$ cat src/rtl/prng_sched.sv
// Round-robin scheduler that shares one external LFSR prng between NREQ requesters,
// sequencing its update/reseed strobes and recovering it from the all-zero lock-up state.
module prng_sched #(
  parameter int               WIDTH        = 8,
  parameter int               NREQ         = 4,
  parameter int               STEPS        = 8,
  parameter logic [WIDTH-1:0] DEFAULT_SEED = 8'h01
) (
  input  logic             clk,
  input  logic             nRst,
  input  logic [NREQ-1:0]  req,
  output logic [NREQ-1:0]  grant,
  output logic             rvalid,
  output logic [WIDTH-1:0] rdata,
  input  logic             seed_req,
  input  logic [WIDTH-1:0] seed_in,
  output logic             seed_ack,
  output logic             busy,
  output logic             prng_update,
  output logic             prng_reseed,
  output logic [WIDTH-1:0] prng_seed,
  input  logic [WIDTH-1:0] prng_rand
);

  localparam int IW = (NREQ > 1) ? $clog2(NREQ) : 1;
  localparam int CW = $clog2(STEPS + 1);

  typedef enum logic [1:0] {
    IDLE,
    ADVANCE,
    GRANT,
    RESEED
  } state_t;

  state_t           state, state_nxt;
  logic [CW-1:0]    cnt, cnt_nxt;
  logic [IW-1:0]    sel, sel_nxt;
  logic [IW-1:0]    last, last_nxt;
  logic [WIDTH-1:0] seed_q, seed_nxt;
  logic             host_q, host_nxt;

  logic             rr_found;
  logic [IW-1:0]    rr_pick;

  // First requester at or after last+1, wrapping; the scan order is what gives fairness.
  always_comb begin
    // NOTE: every variable driven here gets a default first so no path leaves it unassigned (no latch).
    rr_found = 1'b0;
    rr_pick  = last;
    for (int k = 1; k <= NREQ; k++) begin
      if (!rr_found && req[(int'(last) + k) % NREQ]) begin
        rr_found = 1'b1;
        rr_pick  = IW'((int'(last) + k) % NREQ);
      end
    end
  end

  always_comb begin
    state_nxt = state;
    cnt_nxt   = cnt;
    sel_nxt   = sel;
    last_nxt  = last;
    seed_nxt  = seed_q;
    host_nxt  = host_q;
    case (state)
      IDLE: begin
        // A host reseed outranks lock-up recovery, which outranks word requests.
        if (seed_req) begin
          state_nxt = RESEED;
          seed_nxt  = (seed_in == '0) ? DEFAULT_SEED : seed_in;
          host_nxt  = 1'b1;
        end else if (prng_rand == '0) begin
          state_nxt = RESEED;
          seed_nxt  = DEFAULT_SEED;
          host_nxt  = 1'b0;
        end else if (rr_found) begin
          state_nxt = ADVANCE;
          cnt_nxt   = CW'(STEPS);
          sel_nxt   = rr_pick;
        end
      end
      ADVANCE: begin
        cnt_nxt = cnt - CW'(1);
        if (cnt == CW'(1)) state_nxt = GRANT;
      end
      GRANT: begin
        last_nxt  = sel;
        state_nxt = IDLE;
      end
      RESEED:  state_nxt = IDLE;
      default: state_nxt = IDLE;
    endcase
  end

  always_ff @(posedge clk) begin
    // NOTE: all state here is a small register set, so every element takes a synchronous reset value.
    if (!nRst) begin
      state  <= IDLE;
      cnt    <= '0;
      sel    <= '0;
      last   <= IW'(NREQ - 1);
      seed_q <= '0;
      host_q <= 1'b0;
    end else begin
      // NOTE: non-blocking assignments so every register samples pre-edge values.
      state  <= state_nxt;
      cnt    <= cnt_nxt;
      sel    <= sel_nxt;
      last   <= last_nxt;
      seed_q <= seed_nxt;
      host_q <= host_nxt;
    end
  end

  // prng_seed follows the seed register, so it holds its value outside RESEED.
  assign busy        = (state != IDLE);
  assign prng_update = (state == ADVANCE);
  assign prng_reseed = (state == RESEED);
  assign prng_seed   = seed_q;
  assign seed_ack    = (state == RESEED) && host_q;
  assign rvalid      = (state == GRANT);
  assign rdata       = rvalid ? prng_rand : '0;
  assign grant       = rvalid ? (NREQ'(1) << sel) : '0;

endmodule
$ cat config.mk
export PLATFORM = sky130hd
export DESIGN_NAME = prng_sched
export DESIGN_NICKNAME = d
export VERILOG_FILES = /design/src/rtl/prng_sched.sv
export SDC_FILE = /design/constraint.sdc
export NUM_CORES = 1
export LEC_CHECK = 0
export BUFFER_PORTS_ARGS = -buffer_cell sky130_fd_sc_hd__clkbuf_2
export CAP_MARGIN = 15
export CORE_UTILIZATION = 47
export CTS_BUF_LIST = sky130_fd_sc_hd__clkbuf_4 sky130_fd_sc_hd__clkbuf_8
export CTS_CLUSTER_SIZE = 20
export DETAILED_ROUTE_END_ITERATION = 10
export PLACE_DENSITY_LB_ADDON = 0.1
export SYNTH_ARGS = -nofsm -noshare
export SYNTH_HDL_FRONTEND = slang
export SYNTH_SLANG_ARGS = --single-unit
$ cat constraint.sdc
create_clock -name clk -period 1.6 [get_ports clk]
set_input_delay 0.08 -clock clk [delete_from_list [all_inputs] [get_ports clk]]
set_output_delay 0.08 -clock clk [all_outputs]
set_load 0.005 [all_outputs]
==> results of run 1 <==
[final cells by class]
class	instances	area (µm²)	share of cell area, %
repair buffers	49	250	19.0
flip-flops and latches	19	383	29.1
multi-input cells	83	578	44.0
clock buffers	4	30.0	2.28
inverters	10	40.0	3.04
well taps	27	33.8	2.57
[where the power goes]
| group | switching, W | internal, W | leakage (nW) |
|---|---|---|---|
| sequential | 0.0000457 | 0.000520 | 0.157 |
| clock | 0.000151 | 0.000114 | 0.0184 |
| combinational | 0.000149 | 0.000132 | 0.471 |
| total | 0.000345 | 0.000767 | 0.647 |
[stage by stage]
stage               power, W  worst slack, ps  util [%]  hold slack [ps]
floorplan           0.000737              391         -              152
global placement    0.000841              305      64.5              313
detailed placement  0.000851              210      64.5              317
CTS                  0.00111             56.4      66.0             9.56
global route         0.00116             60.7      66.4             17.4
finish               0.00111              155      66.4             6.66
[worst paths after layout]
kind,to,slack (ps),depth (start not counted)
worst max-delay path,grant[1],160,6
worst max register to register,cnt[2],300,5
worst min register to register,host_q,470,1
worst min-delay path,prng_seed[1],7,2
[critical path: stages, from the launching register on]
cell      delay, ps
dfxtp_2         370
inv_2           150
nand2_2         120
inv_4           110
nand2_1          80
nor2_1          110
clkbuf_2        120
[per-layer routing]
metal | global-route usage, % | wire, µm | share of wire (%)
met3 | 3.33 | 155 | 6.3
met1 | 27.9 | 1140 | 46
met5 | 0 | 0 | 0
met4 | 5.00 | 27 | 1.1
met2 | 36.3 | 1150 | 47
[state kept, by name, indices dropped and copies added, names as in the netlist]
| name | cells |
|---|---|
| cnt | 4 |
| host_q | 1 |
| last | 2 |
| prng_seed | 8 |
| sel | 2 |
| state | 2 |
[placed cells by master, fill, tap and decap left out, drive strengths merged, types with 4 or more instances in the layout]
cell	instances
clkbuf	51
dfxtp	19
a21oi	10
inv	10
and2	9
nor3	8
a22o	7
nor2	7
nand3	5
nand2	5
nor4	4
[cell families after synthesis]
logic type               Yosys count
AO/OA/AOI/OAI                     35
adder cells (fa/ha/maj)            2
buffers and inverters             12
flip-flops                        19
multiplexers                       1
AND/OR/NAND/NOR                   45
[repair_timing]
item,CTS,global route
setup endpoints to repair,11,11
resized for setup,2,4
endpoints found under the hold margin,0,0
==> summary.md, run 1 <==
| Metric | Value |
|---|---|
| H-tree levels | 1 |
| Cell Count Post-Placement | around 190 |
| Hold Crit Start | seed_in[1] |
| Die boundary width | between 40 and 50 µm |
| Clock net sink count | 19 |
| Synthesized Nets | about 140 |
| Number of different library cells in the post-synthesis netlist | 37 |
| Residual overflow from global routing | 0 |
| Most instantiated library cell after synthesis | dfxtp_1 |
| Final Routed Wirelength | 2470 µm |
| Number of search-and-repair iterations in the first detailed-routing pass | 8 |
| Maximum frequency from static timing analysis | 692 MHz |
| Largest fanout on the critical path | 12 |
| Count of unresolved DRC violations after routing | 0 |
| Effective utilization at floorplan | about half |
| Synthesized flop and latch total | 19 |
| Class of the worst hold path | input pin to register |
| Endpoints failing hold | 0 |
| Number of placement rows | 16 |
| Post-Synth Simple-Gate Area | 28.4% |
| Path type of the worst setup path | register to output port |
| Worst path required time | between 1500 and 2000 ps |
| Average wire per standard cell | 12.9 µm |
| Source of the worst register-to-register timing path | cnt[0] |
| Max_slew headroom | between 70 and 80% |
| Synth-to-layout area growth | 31.0% |
| Compound-Gate Fraction of Synth Area | approximately 25% |
| Final period demand of the worst path | 1440 ps |
| Maximum buffer depth of the clock tree | 2 |
| TritonCTS clock tree | yes |
| Detail Placement HPWL | roughly 1900 µm |
| Post-synthesis area per instance | between 8 and 9 µm² |
| Multiplexer share of the synthesized area | around 1.1% |
| Result of the run | finished clean |
| Io pins | 48 |
| Part of the Yosys area used for sequential elements | a little under two fifths |
| Number of routed nets with antenna violations | 0 |
| Routed via count | 1067 |
| Synth cell count leaders | 19 x dfxtp_1, 10 x inv_1, 9 x a21oi_1, 9 x and2_1 |
| Port-buffer cells | 47 |
| Post-Synthesis Cells | ~110 |
| Synth warnings | 0 |
| Initial antenna violation count | 0 |
| Adder-cell area share of the yosys netlist | under 10% |
| Share of post-route cells with drive strength above 1 | about two fifths |
| Dominant combinational cell family by area after synthesis | simple AND/OR/NAND/NOR gates |
| Clock-pin slew on the worst setup and hold paths | roughly 110 ps |
| Power per unit of standard cell area | approximately 850 mW/mm² |
| Area of the core region | around 0.002 mm² |
| Final #Nets | ~190 |
| Startpoint type of the worst setup path | register |
| Count of fill cells added during filler insertion | around 180 |
| Via count of the first global-routing pass | between 700 and 800 |
| Dominant register cell in the synthesized netlist | dfxtp_1 |
| Async set-reset flop share out of synthesis | 0% |
| Total of hold buffers inserted after clock tree synthesis | 0 |
| Crit path capture type | output port |
| Wire length of the first global-routing pass | approximately 3400 µm |
| Setup skew after layout | between 6 and 7 ps |
| Via-per-instance ratio | approximately 5.6 |
| Largest net degree at the start of global routing | 13 |
| Total negative slack | 0 ps |
| Antenna diode instance count | 0 |
| Cell types with the largest area share after synthesis | dfxtp_1 38%, a22o_1 6.1%, and2_1 5.6%, a21oi_1 4.5%, inv_1 3.7% |
| Final Wtd Congestion | 0.896 |
| Xor and xnor fraction of the mapped netlist area | 0% |
| MaxCap Viol Count | 0 |
| Slew of the pin with the lowest slew margin | ~410 ps |
| Area of the die | 0.00232 mm² |
| RSZ-0062 raised after global routing | no |
| Yosys top cell area share | between 30% and 40% |
| Later-pin clock latency in the skew report | 300 ps |
| Cell type with the largest total area after synthesis | dfxtp_1 |
| Worst ir drop on vdd | a little under 0.6 mV |
| DIE HEIGHT | approximately 48 µm |
| Final setup fails | 0 |
| Post-Synthesis Cell Area | ~0.001 mm² |
| EDFF count, synth | 0 |
| Worst endpoint data arrival time | 1360 ps |
| Crit path launch | state[0] |
| Violation count after the first detailed-route iteration | 26 |
| Non-Filler Cell Area, Final | ~0.0013 mm² |
| Setup Buffers After CTS | 0 |
| Final clock period utilization by the worst path | 90.3% |
| Placement Cell Area | roughly 0.0013 mm² |
| Clock root buffer | clkbuf_4 |
| Global-route usage over all layers | approximately a fifth |
| TritonCTS buffer count | 3 |
| Leakage component of the power | between 0.6 and 0.7 nW |
| Fin. max-slew vios | 0 |
| Final Instance Count excl. Fillers | around 190 |
(Power assumes the default switching activity.)
==> run 2, diff against run 1 <==
- PLACE_DENSITY: unset -> 0.79
- PLACE_DENSITY_LB_ADDON: 0.1 -> unset
==> summary.md, run 2 (same netlist as run 1, synthesis figures left out) <==
| Metric | Value |
|---|---|
| Hold path cells | 2 (unchanged) |
| Port-buffer cells | 47 (unchanged) |
| Number of routed nets with antenna violations | 0 (unchanged) |
| Destination of the worst register-to-register timing path | cnt[2] |
| Count of fill cells added during filler insertion | 175 (-4.9%) |
| Most used cells in the layout excluding fill and tap cells | 47 x clkbuf_2, 17 x dfxtp_1, 9 x inv_1, 9 x and2_1, 9 x a21oi_1 |
| Final worst hold slack | 5.12 ps (-1.54 ps) |
| Final Wtd Congestion | 0.800 (-11%) |
| Path type of the worst setup path | register to output port |
| Worst ir drop on vdd | 0.577 mV (-3.0%) |
| Number of placement rows | 16 (unchanged) |
| Area of the core region | 0.00198 mm² (unchanged) |
| Crit path launch | state[0] |
| Endpoints failing hold | 0 (unchanged) |
| Fin. max-slew vios | 0 (unchanged) |
| Setup skew after layout | 5.29 ps (-1.41 ps) |
| Final period demand of the worst path | 1430 ps (-17.2 ps) |
| MaxCap Viol Count | 0 (unchanged) |
| TritonCTS buffer count | 3 (unchanged) |
| Hold Crit Start | seed_in[6] |
| Initial antenna violation count | 0 (unchanged) |
| Largest fanout on the critical path | 12 (unchanged) |
| Largest net degree at the start of global routing | 13 (unchanged) |
| Later-pin clock latency in the skew report | 300 ps (about the same) |
| DIE HEIGHT | 48.2 µm (unchanged) |
| Pre-CTS WS | 164 ps (-46.7 ps) |
| Clock root buffer | clkbuf_4 |
| Total of hold buffers inserted after clock tree synthesis | 0 (unchanged) |
| Clock-pin slew on the worst setup and hold paths | 110 ps (about the same) |
| Total negative slack | 0 ps (unchanged) |
| Die boundary width | 48.2 µm (unchanged) |
| Average wire per standard cell | 12.4 µm (-3.5%) |
| Startpoint type of the worst setup path | register |
| Source of the worst register-to-register timing path | cnt[0] |
| TritonCTS clock tree | yes |
| Reg-to-reg setup timing slack | 260 ps (-40 ps) |
| Post-Route Utilization | 65.8% (-0.50 points) |
| Final #Nets | 190 (-0.52%) |
| Final Routed Wirelength | 2380 µm (-4.0%) |
| Via count of the first global-routing pass | 934 (+17%) |
| Commonest non-fill, non-tap cell in the layout | clkbuf_2 |
| Setup Buffers After CTS | 0 (unchanged) |
| Number of search-and-repair iterations in the first detailed-routing pass | 4 (-4) |
| Antenna diode instance count | 0 (unchanged) |
| Reg2reg path depth | 5 (unchanged) |
| Wire length of the first global-routing pass | 3860 µm (+12%) |
| Final clock period utilization by the worst path | 89.2% (-1.1 points) |
| Clock net sink count | 19 (unchanged) |
| Effective utilization at floorplan | 50.6% (unchanged) |
| Residual overflow from global routing | 0 (unchanged) |
| Area of the die | 0.00232 mm² (unchanged) |
| Io pins | 48 (unchanged) |
| Share of post-route cells with drive strength above 1 | 40.2% (-1.6 points) |
| Routed via count | 1047 (-1.9%) |
| Hold endpoint | prng_seed[6] |
| Count of unresolved DRC violations after routing | 0 (unchanged) |
| Max_slew headroom | 68.8% (-3.3 points) |
| Final setup slack of the worst path | 173 ps (+17.2 ps) |
| Final setup fails | 0 (unchanged) |
| RSZ-0062 raised after global routing | no |
| Worst path required time | 1520 ps (about the same) |
| Worst endpoint data arrival time | 1350 ps (about the same) |
| Detail Placement HPWL | 1880 µm (-3.1%) |
| Flip-flop count of the largest register, all copies and words added | 8 (unchanged) |
| Class of the worst hold path | input pin to register |
| Leakage component of the power | 0.641 nW (-0.95%) |
| Crit path capture type | output port |
| Via-per-instance ratio | 5.48 (-1.4%) |
| Result of the run | finished clean |
| Slew of the pin with the lowest slew margin | 464 ps (+56.8 ps) |
| Maximum frequency from static timing analysis | 701 MHz (+1.2%) |
| Synth-to-layout area growth | 30.0% |
| Violation count after the first detailed-route iteration | 10 (-62%) |
| Maximum buffer depth of the clock tree | 2 (unchanged) |
| H-tree levels | 1 (unchanged) |
| Power per unit of standard cell area | 835 mW/mm² (-1.3%) |
| Global-route usage over all layers | 23.8% (+2.7 points) |
## run 2: cell types whose count changed in the layout (fill, tap and decap cells not counted), sizes merged
cell	change
clkbuf	-1
buf	-1
clkinv	+1
## run 2: report_power, final
group          switching, W  internal, W
Combinational      0.000141     0.000132
Clock              0.000154    0.0000932
Sequential        0.0000501     0.000519
Total              0.000345     0.000745
## run 2: worst max path at each step
stage	end	slack, ps
after floorplan	cnt[2]	390
after CTS	grant[3]	70
after global placement	grant[2]	240
after global routing	grant[2]	20
after detailed placement	grant[2]	160
final	grant[3]	170
## run 2: worst max-delay path: stages (launching register included)
cell	delay [ps]
dfxtp_2	420
inv_1	70
nand2_1	170
inv_4	80
and3_1	190
clkbuf_2	110
## run 2: timing repair
action	CTS	global route
gates resized for setup	2	3
endpoints found under the setup margin	12	6
endpoints found under the hold margin	0	0
pin swaps	0	0
## run 2: through the flow
| stage | instance area (µm²) | power [W] | cells |
|---|---|---|---|
| 3_3_place_gp | 1270 | 0.000838 | 187 |
| 6_report | 1310 | 0.00109 | 191 |
| 2_1_floorplan | 1000 | 0.000737 | 114 |
| 5_1_grt | 1310 | 0.00116 | 191 |
| 3_5_place_dp | 1270 | 0.000848 | 187 |
| 4_1_cts | 1300 | 0.00109 | 191 |
## run 2: metal layers
metal | up-vias | GRT usage (%) | wire length [µm]
li1 | 525 | - | -
met2 | 34 | 39.7 | 1230
met5 | - | 0 | 0
met1 | 484 | 29.4 | 1020
met4 | 0 | 11.7 | 31
met3 | 4 | 4.44 | 97
## run 2: cell type report
| class | instances | area (µm²) | area share (%) |
|---|---|---|---|
| sequential | 19 | 385 | 29.5 |
| tap | 27 | 33.8 | 2.59 |
| clock inverter | 1 | 5.00 | 0.384 |
| inverter | 10 | 40.0 | 3.07 |
| multi-input combinational | 83 | 576 | 44.1 |
| timing repair buffer | 48 | 243 | 18.6 |
| clock buffer | 3 | 22.5 | 1.73 |
==> run 3, diff against run 2 <==
- HOLD_SLACK_MARGIN: unset -> 0.03
==> summary.md, run 3 (same netlist as run 1, synthesis figures left out) <==
| Metric | Value |
|---|---|
| Share of total power in the clock network | 22.4% (-0.3 points) |
| Endpoint of the worst setup timing path | grant[3] |
| Maximum frequency from static timing analysis | 699 MHz (-0.19%) |
| MaxCap Viol Count | 0 (unchanged) |
| Detail Placement HPWL | 1880 µm (unchanged) |
| Maximum buffer depth of the clock tree | 2 (unchanged) |
| Number of placement rows | 16 (unchanged) |
| Antenna diode instance count | 0 (unchanged) |
| Final worst hold slack | 56.5 ps (+51.4 ps) |
| Cell-by-cell listing of the critical path | inv_1 -> nand2_1 -> inv_4 -> and3_1 -> clkbuf_2 |
| Initial antenna violation count | 0 (unchanged) |
| TritonCTS clock tree | yes |
| Global-route usage over all layers | 25.5% (+1.6 points) |
| Total negative slack | 0 ps (unchanged) |
| Crit path max-delay family | flip-flops |
| Crit path launch | state[0] |
| Sequential share of power | 51.4% (-0.9 points) |
| Internal | 0.000757 W (+1.7%) |
| Clock root buffer | clkbuf_4 |
| Largest fanout on the critical path | 12 (unchanged) |
| Max_slew headroom | 69.5% (+0.66 points) |
| Comb power frac | 26.2% (+1.1 points) |
| Average wire per standard cell | 12.8 µm (+2.9%) |
| Clock-pin slew on the worst setup and hold paths | 120 ps (about the same) |
| Crit path buf inv count | 3 (unchanged) |
| Pre-CTS WS | 164 ps (unchanged) |
| Routed via count | 1093 (+4.4%) |
| Count of unresolved DRC violations after routing | 0 (unchanged) |
| Final clock period utilization by the worst path | 89.4% (+0.17 points) |
| Most used cells in the layout excluding fill and tap cells | 47 x clkbuf_2, 17 x dfxtp_1, 9 x inv_1, 9 x and2_1, 9 x a21oi_1 |
| Clock net sink count | 19 (unchanged) |
| Worst ir drop on vdd | 0.602 mV (+4.3%) |
| Worst path required time | 1520 ps (about the same) |
| Highest cell delay on the worst timing path | 420 ps (about the same) |
| Violation count after the first detailed-route iteration | 9 (-1) |
| Sw Share | 31.7% (about the same) |
| Final Wtd Congestion | 0.800 (unchanged) |
| Number of cells on the critical path | 5 (unchanged) |
| Sw power | 0.000351 W (+1.8%) |
| Endpoints failing hold | 0 (unchanged) |
| Destination of the worst register-to-register timing path | cnt[2] |
| Largest net degree at the start of global routing | 13 (unchanged) |
| Power per unit of standard cell area | 800 mW/mm² (-4.1%) |
| Final Routed Wirelength | 2550 µm (+7.2%) |
| Reg-to-reg setup timing slack | 260 ps (about the same) |
| Share of post-route cells with drive strength above 1 | 38.4% (-1.9 points) |
| Commonest non-fill, non-tap cell in the layout | clkbuf_2 |
| Flip-flop count of the largest register, all copies and words added | 8 (unchanged) |
| Setup Buffers After CTS | 0 (unchanged) |
| Number of search-and-repair iterations in the first detailed-routing pass | 4 (unchanged) |
| Class of the worst hold path | input pin to register |
| Die boundary width | 48.2 µm (unchanged) |
| Final setup slack of the worst path | 170 ps (-2.77 ps) |
| Port-buffer cells | 47 (unchanged) |
| Io pins | 48 (unchanged) |
| Area of the die | 0.00232 mm² (unchanged) |
| Final #Nets | 198 (+4.2%) |
| Later-pin clock latency in the skew report | 300 ps (about the same) |
| Cell Count Post-Placement | 187 (unchanged) |
| Via-per-instance ratio | 5.49 (+0.20%) |
| Path type of the worst setup path | register to output port |
| Wire length of the first global-routing pass | 4110 µm (+6.6%) |
| Worst endpoint data arrival time | 1350 ps (about the same) |
| DIE HEIGHT | 48.2 µm (unchanged) |
| Final setup fails | 0 (unchanged) |
| Count of fill cells added during filler insertion | 167 (-4.6%) |
| H-tree levels | 1 (unchanged) |
| Final Instance Count excl. Fillers | 199 (+4.2%) |
| Fin. max-slew vios | 0 (unchanged) |
| Slew of the pin with the lowest slew margin | 454 ps (-9.83 ps) |
| RSZ-0062 raised after global routing | no |
| Synth-to-layout area growth | 38.0% |
| Effective utilization at floorplan | 50.6% (unchanged) |
| Source of the worst register-to-register timing path | cnt[0] |
| Result of the run | finished clean |
| Number of routed nets with antenna violations | 0 (unchanged) |
| Setup skew after layout | 9.29 ps (+4.00 ps) |
| Reg2reg path depth | 5 (unchanged) |
| Startpoint type of the worst setup path | register |
| Area of the core region | 0.00198 mm² (unchanged) |
| Residual overflow from global routing | 0 (unchanged) |
| Via count of the first global-routing pass | 990 (+6.0%) |
| Crit path max-delay cell type | dfxtp_2 |
| Crit path capture type | output port |
| TritonCTS buffer count | 3 (unchanged) |
| Final period demand of the worst path | 1430 ps (+2.77 ps) |
| Leakage component of the power | 0.674 nW (+5.2%) |
==> run 3: cell types whose count changed in the layout (fill, tap and decap cells not counted), sizes merged <==
cell         delta
dlygate4sd3     +8
==> run 3: worst min-delay path by stage <==
stage / start / to / slack, ps / cells after the start
finish: seed_in[0] / prng_seed[0] / 60 / 3
global route: seed_in[0] / prng_seed[0] / 70 / 3
CTS: seed_in[0] / prng_seed[0] / 60 / 3
detailed placement: nRst / last[0] / 330 / 2
global placement: seed_in[4] / prng_seed[4] / 310 / 2
floorplan: nRst / last[0] / 150 / 1
==> run 3: power groups by stage <==
stage / clock [W] / sequential [W] / combinational [W]
final: 0.000249 / 0.000569 / 0.000291
after global routing: 0.000272 / 0.000577 / 0.000329
after CTS: 0.000249 / 0.000569 / 0.000287
after detailed placement: 0 / 0.000578 / 0.000271
after global placement: 0 / 0.000576 / 0.000262
after floorplan: 0 / 0.000565 / 0.000172
==> run 3: timing repair <==
item,CTS,global route
endpoints found under the setup margin,12,6
hold buffers,8,0
hold endpoints to repair,9,0
resized for setup,2,3
==> run 3: routing by layer <==
layer / up-vias / share of wire, % / global-route usage, %
li1: 540 / - / -
met1: 511 / 41 / 31.4
met2: 38 / 53 / 42.9
met3: 4 / 4.4 / 4.44
met4: 0 / 1.2 / 11.7
met5: - / 0 / 0
==> run 3: metrics by stage <==
step                      util (%)  total power (W)  area, µm²
after floorplan                  -         0.000737       1000
after global placement        64.1         0.000838       1270
after detailed placement      64.1         0.000848       1270
after CTS                     69.6          0.00111       1380
after global routing          69.9          0.00118       1390
final                         69.9          0.00111       1390
==> run 3: layout make-up <==
class	count	area, µm²	area share (%)
Tap cell	27	33.8	2.44
Clock buffer	3	22.5	1.63
Timing Repair Buffer	56	323	23.3
Inverter	10	40.0	2.89
Sequential cell	19	385	27.8
Multi-Input combinational cell	83	576	41.6
Clock inverter	1	5.00	0.361
==> run 3: worst reg2reg max path, cell delays in order (launching register included) <==
cell and delay [ps]:
dfxtp_1 420, inv_1 100, ha_1 210, mux2_2 260
a22oi_1 160, a21oi_1 90
